<file path="config.mk">
export PLATFORM = sky130hd
export DESIGN_NAME = sha256_apb_blk_flat
export DESIGN_NICKNAME = d
export VERILOG_FILES = /design/src/rtl/sha256_apb_blk_if.sv /design/src/rtl/sha256_apb_blk.sv /design/src/flat_wrapper.sv
export SDC_FILE = /design/constraint.sdc
export NUM_CORES = 1
export LEC_CHECK = 0
export ABC_CLOCK_PERIOD_IN_PS = 4700
export CAP_MARGIN = 15
export CORE_AREA = 8 8 331 333
export DETAILED_ROUTE_END_ITERATION = 6
export DIE_AREA = 0 0 339 341
export PLACE_DENSITY = 0.58
export REMOVE_ABC_BUFFERS = 1
export SLEW_MARGIN = 40
export SYNTH_ARGS = -nofsm -noshare
export SYNTH_HDL_FRONTEND = slang
export SYNTH_SLANG_ARGS = --single-unit
</file>
<file path="constraint.sdc">
create_clock -name HCLK -period 4.7 [get_ports HCLK]
set_input_delay 0.705 -clock HCLK [delete_from_list [all_inputs] [get_ports HCLK]]
set_output_delay 0.705 -clock HCLK [all_outputs]
set_load 0.1 [all_outputs]
</file>
<file path="src/rtl/sha256_apb_blk_if.sv">
// APB3 bus bundle between the peripheral bus master and the SHA-256 front-end.
interface sha256_apb_blk_if #(
    parameter int APB_ADDR_WIDTH = 12
);
    logic [APB_ADDR_WIDTH-1:0] PADDR;
    logic [31:0]               PWDATA;
    logic                      PWRITE;
    logic                      PSEL;
    logic                      PENABLE;
    logic [31:0]               PRDATA;
    logic                      PREADY;
    logic                      PSLVERR;

    modport master (
        output PADDR, PWDATA, PWRITE, PSEL, PENABLE,
        input  PRDATA, PREADY, PSLVERR
    );

    modport slave (
        input  PADDR, PWDATA, PWRITE, PSEL, PENABLE,
        output PRDATA, PREADY, PSLVERR
    );
endinterface

</file>
<file path="src/rtl/sha256_apb_blk.sv">
// APB slave front-end for an external SHA-256 compression core: buffers one
// message block, launches the core (fresh IV or chained) and captures the digest.
module sha256_apb_blk #(
    parameter int APB_ADDR_WIDTH = 12,
    parameter int MSG_WORDS      = 16,
    parameter int DIGEST_WORDS   = 8
) (
    input  logic                      HCLK,
    input  logic                      HRESETn,
    sha256_apb_blk_if.slave           apb,
    output logic                      core_start_o,
    output logic                      core_init_o,
    output logic [32*MSG_WORDS-1:0]   core_block_o,
    input  logic [32*DIGEST_WORDS-1:0] core_digest_i,
    input  logic                      core_done_i,
    output logic                      int_o
);
    typedef enum logic {IDLE, HASH} state_t;

    localparam logic [5:0] A_CTRL   = 6'h00;
    localparam logic [5:0] A_CMD    = 6'h01;
    localparam logic [5:0] A_STATUS = 6'h02;
    localparam logic [5:0] A_MSG    = 6'h04;
    localparam int         A_DIG    = 8;
    localparam logic [4:0] FULL_CNT = 5'(MSG_WORDS);

    state_t      state_q, state_d;
    logic [31:0] buf_q [MSG_WORDS];
    logic [31:0] buf_d [MSG_WORDS];
    logic [31:0] dig_q [DIGEST_WORDS];
    logic [31:0] dig_d [DIGEST_WORDS];
    logic [4:0]  cnt_q, cnt_d;
    logic [2:0]  ctrl_q, ctrl_d;
    logic        int_flag_q, int_flag_d;
    logic        err_q, err_d;
    logic        auto_pend_q, auto_pend_d;
    logic        start_q, start_d;
    logic        init_q, init_d;
    logic        int_q, int_d;
    logic [31:0] prdata_q, prdata_d;
    logic        pready_q, pready_d;
    logic        pslverr_q, pslverr_d;

    logic [APB_ADDR_WIDTH-1:0] paddr;
    logic [5:0] addr;
    logic       access, busy, full;
    logic       go, go_init;
    logic       unused_ok;

    assign paddr     = apb.PADDR;
    assign addr      = paddr[7:2];
    assign unused_ok = ^paddr;
    // pready_q masks the completion edge so a held access is not taken twice
    assign access    = apb.PSEL & apb.PENABLE & ~pready_q;
    assign busy      = (state_q == HASH);
    assign full      = (cnt_q == FULL_CNT);

    always_comb begin
        state_d     = state_q;
        buf_d       = buf_q;
        dig_d       = dig_q;
        cnt_d       = cnt_q;
        ctrl_d      = ctrl_q;
        int_flag_d  = int_flag_q;
        err_d       = err_q;
        auto_pend_d = 1'b0;
        start_d     = 1'b0;
        init_d      = init_q;
        prdata_d    = '0;
        pready_d    = 1'b0;
        pslverr_d   = 1'b0;
        go          = 1'b0;
        go_init     = 1'b0;

        if (access) begin
            pready_d = 1'b1;
            if (apb.PWRITE) begin
                case (addr)
                    A_CTRL: ctrl_d = apb.PWDATA[2:0];
                    A_CMD: begin
                        // flush, clr_int, start evaluated in that order; start sees the flushed count
                        if (apb.PWDATA[3]) begin
                            if (busy) pslverr_d = 1'b1;
                            else      cnt_d = '0;
                        end
                        if (apb.PWDATA[0]) begin
                            int_flag_d = 1'b0;
                            err_d      = 1'b0;
                        end
                        if (apb.PWDATA[1]) begin
                            if (busy || cnt_d != FULL_CNT) begin
                                pslverr_d = 1'b1;
                            end else begin
                                go      = 1'b1;
                                go_init = apb.PWDATA[2];
                            end
                        end
                    end
                    A_MSG: begin
                        if (busy || full) begin
                            pslverr_d = 1'b1;
                        end else begin
                            for (int i = 0; i < MSG_WORDS; i++) begin
                                if (int'(cnt_q) == i) buf_d[i] = apb.PWDATA;
                            end
                            cnt_d       = cnt_q + 5'd1;
                            auto_pend_d = ctrl_q[1] && ((cnt_q + 5'd1) == FULL_CNT);
                        end
                    end
                    default: ;
                endcase
            end else begin
                case (addr)
                    A_CTRL:   prdata_d = {29'd0, ctrl_q};
                    A_STATUS: prdata_d = {19'd0, cnt_q, 4'd0, err_q, full, busy, int_flag_q};
                    default: begin
                        for (int i = 0; i < DIGEST_WORDS; i++) begin
                            if (int'(addr) == A_DIG + i) prdata_d = dig_q[i];
                        end
                    end
                endcase
            end
            if (pslverr_d) err_d = 1'b1;
        end

        if (auto_pend_q && !busy && full) begin
            go      = 1'b1;
            go_init = ctrl_q[2];
        end

        // done is applied last so it overrides a same-cycle clr_int
        case (state_q)
            IDLE: begin
                if (go) begin
                    start_d = 1'b1;
                    init_d  = go_init;
                    state_d = HASH;
                end
            end
            HASH: begin
                if (core_done_i) begin
                    for (int i = 0; i < DIGEST_WORDS; i++) begin
                        dig_d[i] = core_digest_i[32*(DIGEST_WORDS-1-i) +: 32];
                    end
                    cnt_d      = '0;
                    int_flag_d = 1'b1;
                    state_d    = IDLE;
                end
            end
            default: state_d = IDLE;
        endcase

        int_d = ctrl_q[0] & int_flag_q;
    end

    always_ff @(posedge HCLK or negedge HRESETn) begin
        if (!HRESETn) begin
            state_q     <= IDLE;
            for (int i = 0; i < MSG_WORDS; i++)    buf_q[i] <= '0;
            for (int i = 0; i < DIGEST_WORDS; i++) dig_q[i] <= '0;
            cnt_q       <= '0;
            ctrl_q      <= '0;
            int_flag_q  <= 1'b0;
            err_q       <= 1'b0;
            auto_pend_q <= 1'b0;
            start_q     <= 1'b0;
            init_q      <= 1'b0;
            int_q       <= 1'b0;
            prdata_q    <= '0;
            pready_q    <= 1'b0;
            pslverr_q   <= 1'b0;
        end else begin
            state_q     <= state_d;
            buf_q       <= buf_d;
            dig_q       <= dig_d;
            cnt_q       <= cnt_d;
            ctrl_q      <= ctrl_d;
            int_flag_q  <= int_flag_d;
            err_q       <= err_d;
            auto_pend_q <= auto_pend_d;
            start_q     <= start_d;
            init_q      <= init_d;
            int_q       <= int_d;
            prdata_q    <= prdata_d;
            pready_q    <= pready_d;
            pslverr_q   <= pslverr_d;
        end
    end

    for (genvar g = 0; g < MSG_WORDS; g++) begin : g_block
        assign core_block_o[32*(MSG_WORDS-1-g) +: 32] = buf_q[g];
    end

    assign apb.PRDATA  = prdata_q;
    assign apb.PREADY  = pready_q;
    assign apb.PSLVERR = pslverr_q;
    assign core_start_o = start_q;
    assign core_init_o  = init_q;
    assign int_o        = int_q;
endmodule
</file>
<file path="src/flat_wrapper.sv">
// flat-port wrapper written by rule: the top's interface ports become plain ports
module sha256_apb_blk_flat 
#(
    parameter int APB_ADDR_WIDTH = 12,
    parameter int MSG_WORDS      = 16,
    parameter int DIGEST_WORDS   = 8
)
  (HCLK, HRESETn, core_start_o, core_init_o, core_block_o, core_digest_i, core_done_i, int_o, apb_PADDR, apb_PWDATA, apb_PWRITE, apb_PSEL, apb_PENABLE, apb_PRDATA, apb_PREADY, apb_PSLVERR);
  sha256_apb_blk_if #(.APB_ADDR_WIDTH(APB_ADDR_WIDTH)) apb_i ();
  input  logic HCLK;
  input  logic HRESETn;
  output logic core_start_o;
  output logic core_init_o;
  output logic [32*MSG_WORDS-1:0] core_block_o;
  input  logic [32*DIGEST_WORDS-1:0] core_digest_i;
  input  logic core_done_i;
  output logic int_o;
  input wire logic [$bits(apb_i.PADDR)-1:0] apb_PADDR;
  input wire logic [$bits(apb_i.PWDATA)-1:0] apb_PWDATA;
  input wire logic [$bits(apb_i.PWRITE)-1:0] apb_PWRITE;
  input wire logic [$bits(apb_i.PSEL)-1:0] apb_PSEL;
  input wire logic [$bits(apb_i.PENABLE)-1:0] apb_PENABLE;
  output wire logic [$bits(apb_i.PRDATA)-1:0] apb_PRDATA;
  output wire logic [$bits(apb_i.PREADY)-1:0] apb_PREADY;
  output wire logic [$bits(apb_i.PSLVERR)-1:0] apb_PSLVERR;
  assign apb_i.PADDR = apb_PADDR;
  assign apb_i.PWDATA = apb_PWDATA;
  assign apb_i.PWRITE = apb_PWRITE;
  assign apb_i.PSEL = apb_PSEL;
  assign apb_i.PENABLE = apb_PENABLE;
  assign apb_PRDATA = apb_i.PRDATA;
  assign apb_PREADY = apb_i.PREADY;
  assign apb_PSLVERR = apb_i.PSLVERR;
  sha256_apb_blk #(.APB_ADDR_WIDTH(APB_ADDR_WIDTH), .MSG_WORDS(MSG_WORDS), .DIGEST_WORDS(DIGEST_WORDS)) u_core (.HCLK(HCLK), .HRESETn(HRESETn), .apb(apb_i), .core_start_o(core_start_o), .core_init_o(core_init_o), .core_block_o(core_block_o), .core_digest_i(core_digest_i), .core_done_i(core_done_i), .int_o(int_o));
endmodule
</file>
==> flow_summary_export.csv <==
group,metric,value,unit
logic_synthesis,yosysTopAreaCell,"dfrtp_1",
worst_setup_path,timing.rr.start,"u_core.cnt_q[1]",
worst_setup_path,r2r_slack,1850,ps
logic_synthesis,synthSimpleGateAreaFrac,2.44,%
clock_network,cts_tree,"built",
worst_setup_path,crit_arrival,3620,ps
pwr,p_leak,0.0229,µW
sta,timing.hold.ws,484,ps
logic_synthesis,synthXorXnorAreaFrac,0.0268,%
floorplan,die_h,341,µm
drt,drt_iter0_drc,1048,
worst_setup_path,ff2ff_path_depth,6,
logic_synthesis,synth.top_cell.area_share,62.6,%
worst_setup_path,timing.rr.end,"u_core.core_block_o[20]",
drt,wl,118000,µm
drt,drc,0,
placed_design,placed_area,40200,µm²
sta,layout_setup_ws,1600,ps
clock_network,cts.path.max_buffers,3,
worst_setup_path,crit_type,"input port to flop",
sta,maxSlewViolCount,0,
placed_design,place_worst_setup_slack,893,ps
logic_synthesis,syn-cell-area,32700,µm²
pwr,finalPower,14700,µW
logic_synthesis,synth_top_family_by_area,"multiplexers",
clock_network,cts_sinks,817,
layout,fillCellCount,9647,
layout,postLayoutCellArea,43300,µm²
sta,setup-tns-final,0,ps
sta,finalSetupViolCount,0,
placed_design,io_buffers,848,
floorplan,io_pins,855,
grt,grt_start_max_net_pins,93,
sta,post-route-period-util,66.0,%
sta,finalCriticalPeriod,3100,ps
hold_path,hp-class,"flop to flop",
drt,drt_pass1_iterations,4,
hold_path,hold_end,"u_core.core_block_o[161]",
logic_synthesis,synth_mux_area_share,29.8,%
layout,seqCellArea,20400,µm²
floorplan,row_count,119,
clock_network,clkSlewWorstSetupHoldPaths,60,ps
clock_network,root_buffer,"clkbuf_16",
sta,max_freq,0.323,GHz
grt,grt_pass1_wl,172000,µm
logic_synthesis,ys_warn_count,0,
pwr,power.density,340,nW/µm²
layout,multi_input_area,11700,µm²
status,status,"complete, no violations",
logic_synthesis,synth_cell_types,48,
worst_setup_path,cp-end-kind,"flop",
layout,final_nets,3247,
clock_network,insertion_delay,660,ps
worst_setup_path,start_kind,"input port",
logic_synthesis,synth_compound_area_share,2.73,%
layout,syn2layout_area_growth,32.4,%
logic_synthesis,seq_area_frac_synth,62.6,%
sta,rsz0062_at_grt,"no",
drt,vias,21500,
clock_network,cts_resized,0,
sta,tightest_slew,808,ps
drt,wl_per_cell,26.8,µm
drt,viasPerCell,4.88,
worst_setup_path,worstSetupStartpoint,"apb_PADDR[7]",
logic_synthesis,synth.avg_cell_area,15.6,µm²
sta,max_slew_margin,46.0,%
logic_synthesis,ys_async_sr_fraction,100,%
placed_design,dp_hpwl,85200,µm
logic_synthesis,yosys_register_bits,817,
logic_synthesis,synthAdderAreaFrac,0.230,%
logic_synthesis,syn_inst,2092,
sta,hold_violations,0,
layout,drive_gt1_share,52.0,%
grt,grt_util_all_layers,19.9,%
logic_synthesis,ys_dominant_reg_cell,"dfrtp_1",
sta,worst_clock_skew,28.1,ps
placed_design,place_congestion,0.826,
hold_path,hold_depth,1,
floorplan,initial_utilization,31.3,%
floorplan,dieArea,116000,µm²
flow_run,drv_cap,0,
grt,grt_overflow,0,
grt,antenna_found_initial,32,
drt,ant_nets,0,
clock_network,htreeDepth,3,
logic_synthesis,synth_area_leaders,"dfrtp_1 (63%), mux2_2 (26%), mux4_2 (2.2%)",
floorplan,coreArea,104000,µm²
grt,grt_pass1_vias,23600,
hold_path,hold_start,"u_core.core_block_o[161]",
floorplan,die_x,339,µm
pwr,vdd_drop_max,0.234,mV
logic_synthesis,synth_edf_count,0,
clock_network,numCtsBuffers,90,
worst_setup_path,critPathRequiredTime,5220,ps
worst_setup_path,crit_fanout,17,
[flip-flops by register name (all words and copies together), names as in the netlist]
name,cells
u_core.core_block_o,512
u_core.dig_q,256
u_core.apb.PRDATA,32
u_core.cnt_q,5
u_core.ctrl_q,3
u_core.apb.PREADY,1
u_core.apb.PSLVERR,1
u_core.auto_pend_q,1
u_core.busy,1
u_core.core_init_o,1
u_core.core_start_o,1
u_core.err_q,1
u_core.int_flag_q,1
u_core.int_o,1
[per-layer routing]
| metal | routed length [µm] | global-route usage, % |
|---|---|---|
| met1 | 48100 | 24.2 |
| met2 | 57500 | 33.5 |
| met3 | 9820 | 7.22 |
| met4 | 2760 | 4.96 |
| met5 | 160 | 0 |
[how the worst max path moves through the flow]
stage | endpoint | slack, ps | cells past startpoint
after floorplan | u_core.dig_q[0] | -2720 | 2
after global placement | u_core.core_block_o[93] | 950 | 6
after detailed placement | u_core.core_block_o[68] | 890 | 6
after CTS | u_core.core_block_o[68] | 1610 | 6
after global routing | u_core.core_block_o[74] | 1550 | 6
final | u_core.core_block_o[74] | 1600 | 6
[where the power goes]
part / switching (µW) / total, µW / internal (µW) / leakage, µW
Combinational: 371 / 656 / 286 / 0.00999
Sequential: 11.6 / 7060 / 7040 / 0.0114
Clock: 2870 / 7010 / 4140 / 0.00146
Total: 3260 / 14700 / 11500 / 0.0229
[cell type report]
cell class / instances / area share (%)
clock buffers: 135 / 6.25
repair buffers: 904 / 14.7
multi-input cells: 1115 / 27.0
well taps: 1391 / 4.02
diodes: 16 / 0.0926
flip-flops and latches: 817 / 47.3
clock inverters: 25 / 0.593
inverters: 7 / 0.0607
[stage by stage]
stage,instances,utilization (%)
3_3_place_gp,4232,41.2
6_report,4410,41.4
4_1_cts,4394,41.4
2_1_floorplan,1939,-
5_1_grt,4397,41.4
3_5_place_dp,4233,38.6
[cells in the mapped netlist (all sizes together) (2+ instances only)]
cell type / count
dfrtp: 817
mux2: 774
clkbuf: 110
a21oi: 48
buf: 43
nor2: 33
mux4: 32
mux2i: 31
a211oi: 28
a2bb2oi: 24
nand2: 20
nand3: 17
nand2b: 13
o21ai: 12
and2: 10
nand3b: 9
nor2b: 8
inv: 7
ha: 6
o22ai: 6
nor3b: 5
a221oi: 4
o211ai: 4
a31oi: 3
nor4: 3
nor4b: 3
or4: 3
and3: 2
nand4: 2
nand4bb: 2
nor3: 2
[layout by cell type, fill, tap and decap left out, types with 3 or more instances in the layout]
master,netlist,final
nand3b_1,9,9
buf_2,22,553
buf_12,0,15
nor2_1,33,33
inv_1,7,7
mux4_2,32,32
buf_4,0,41
clkbuf_8,0,24
nand2_1,20,20
a211oi_1,28,28
mux2_1,22,22
clkbuf_16,0,92
o22ai_1,6,6
and2_1,10,9
mux2_2,752,752
nand3_4,0,11
dfrtp_1,817,817
a31oi_1,3,3
a221oi_1,4,4
inv_6,0,5
nor3b_4,3,3
ha_1,6,6
o21ai_0,12,12
mux2i_1,31,31
a21oi_1,48,48
clkbuf_1,110,19
diode_2,0,16
a2bb2oi_1,24,24
clkinv_2,0,12
nor2b_1,8,8
o211ai_1,4,4
clkdlybuf4s50_1,0,290
nand3_1,17,5
bufinv_16,0,3
nand2b_1,13,13
[worst max-delay path: stages]
cell	delay [ps]
clkdlybuf4s50_1	540
or4_4	570
or4_1	690
nor3b_4	270
buf_4	420
mux2_2	390
[cell families after synthesis]
family	after synthesis
and+or+nand+nor	136
DFF	817
AOI/OAI and AO/OA	135
muxes	837
xor gates and xnor gates	1
buffers and inverters	160
adders and majority gates	6
[timing repair]
action | 4_1_cts | 5_1_grt
hold buffers | 1 | 0
hold endpoints to repair | 29 | 0
buffers inserted | 0 | 0
Note: power is estimated with default switching activity, not from simulation.
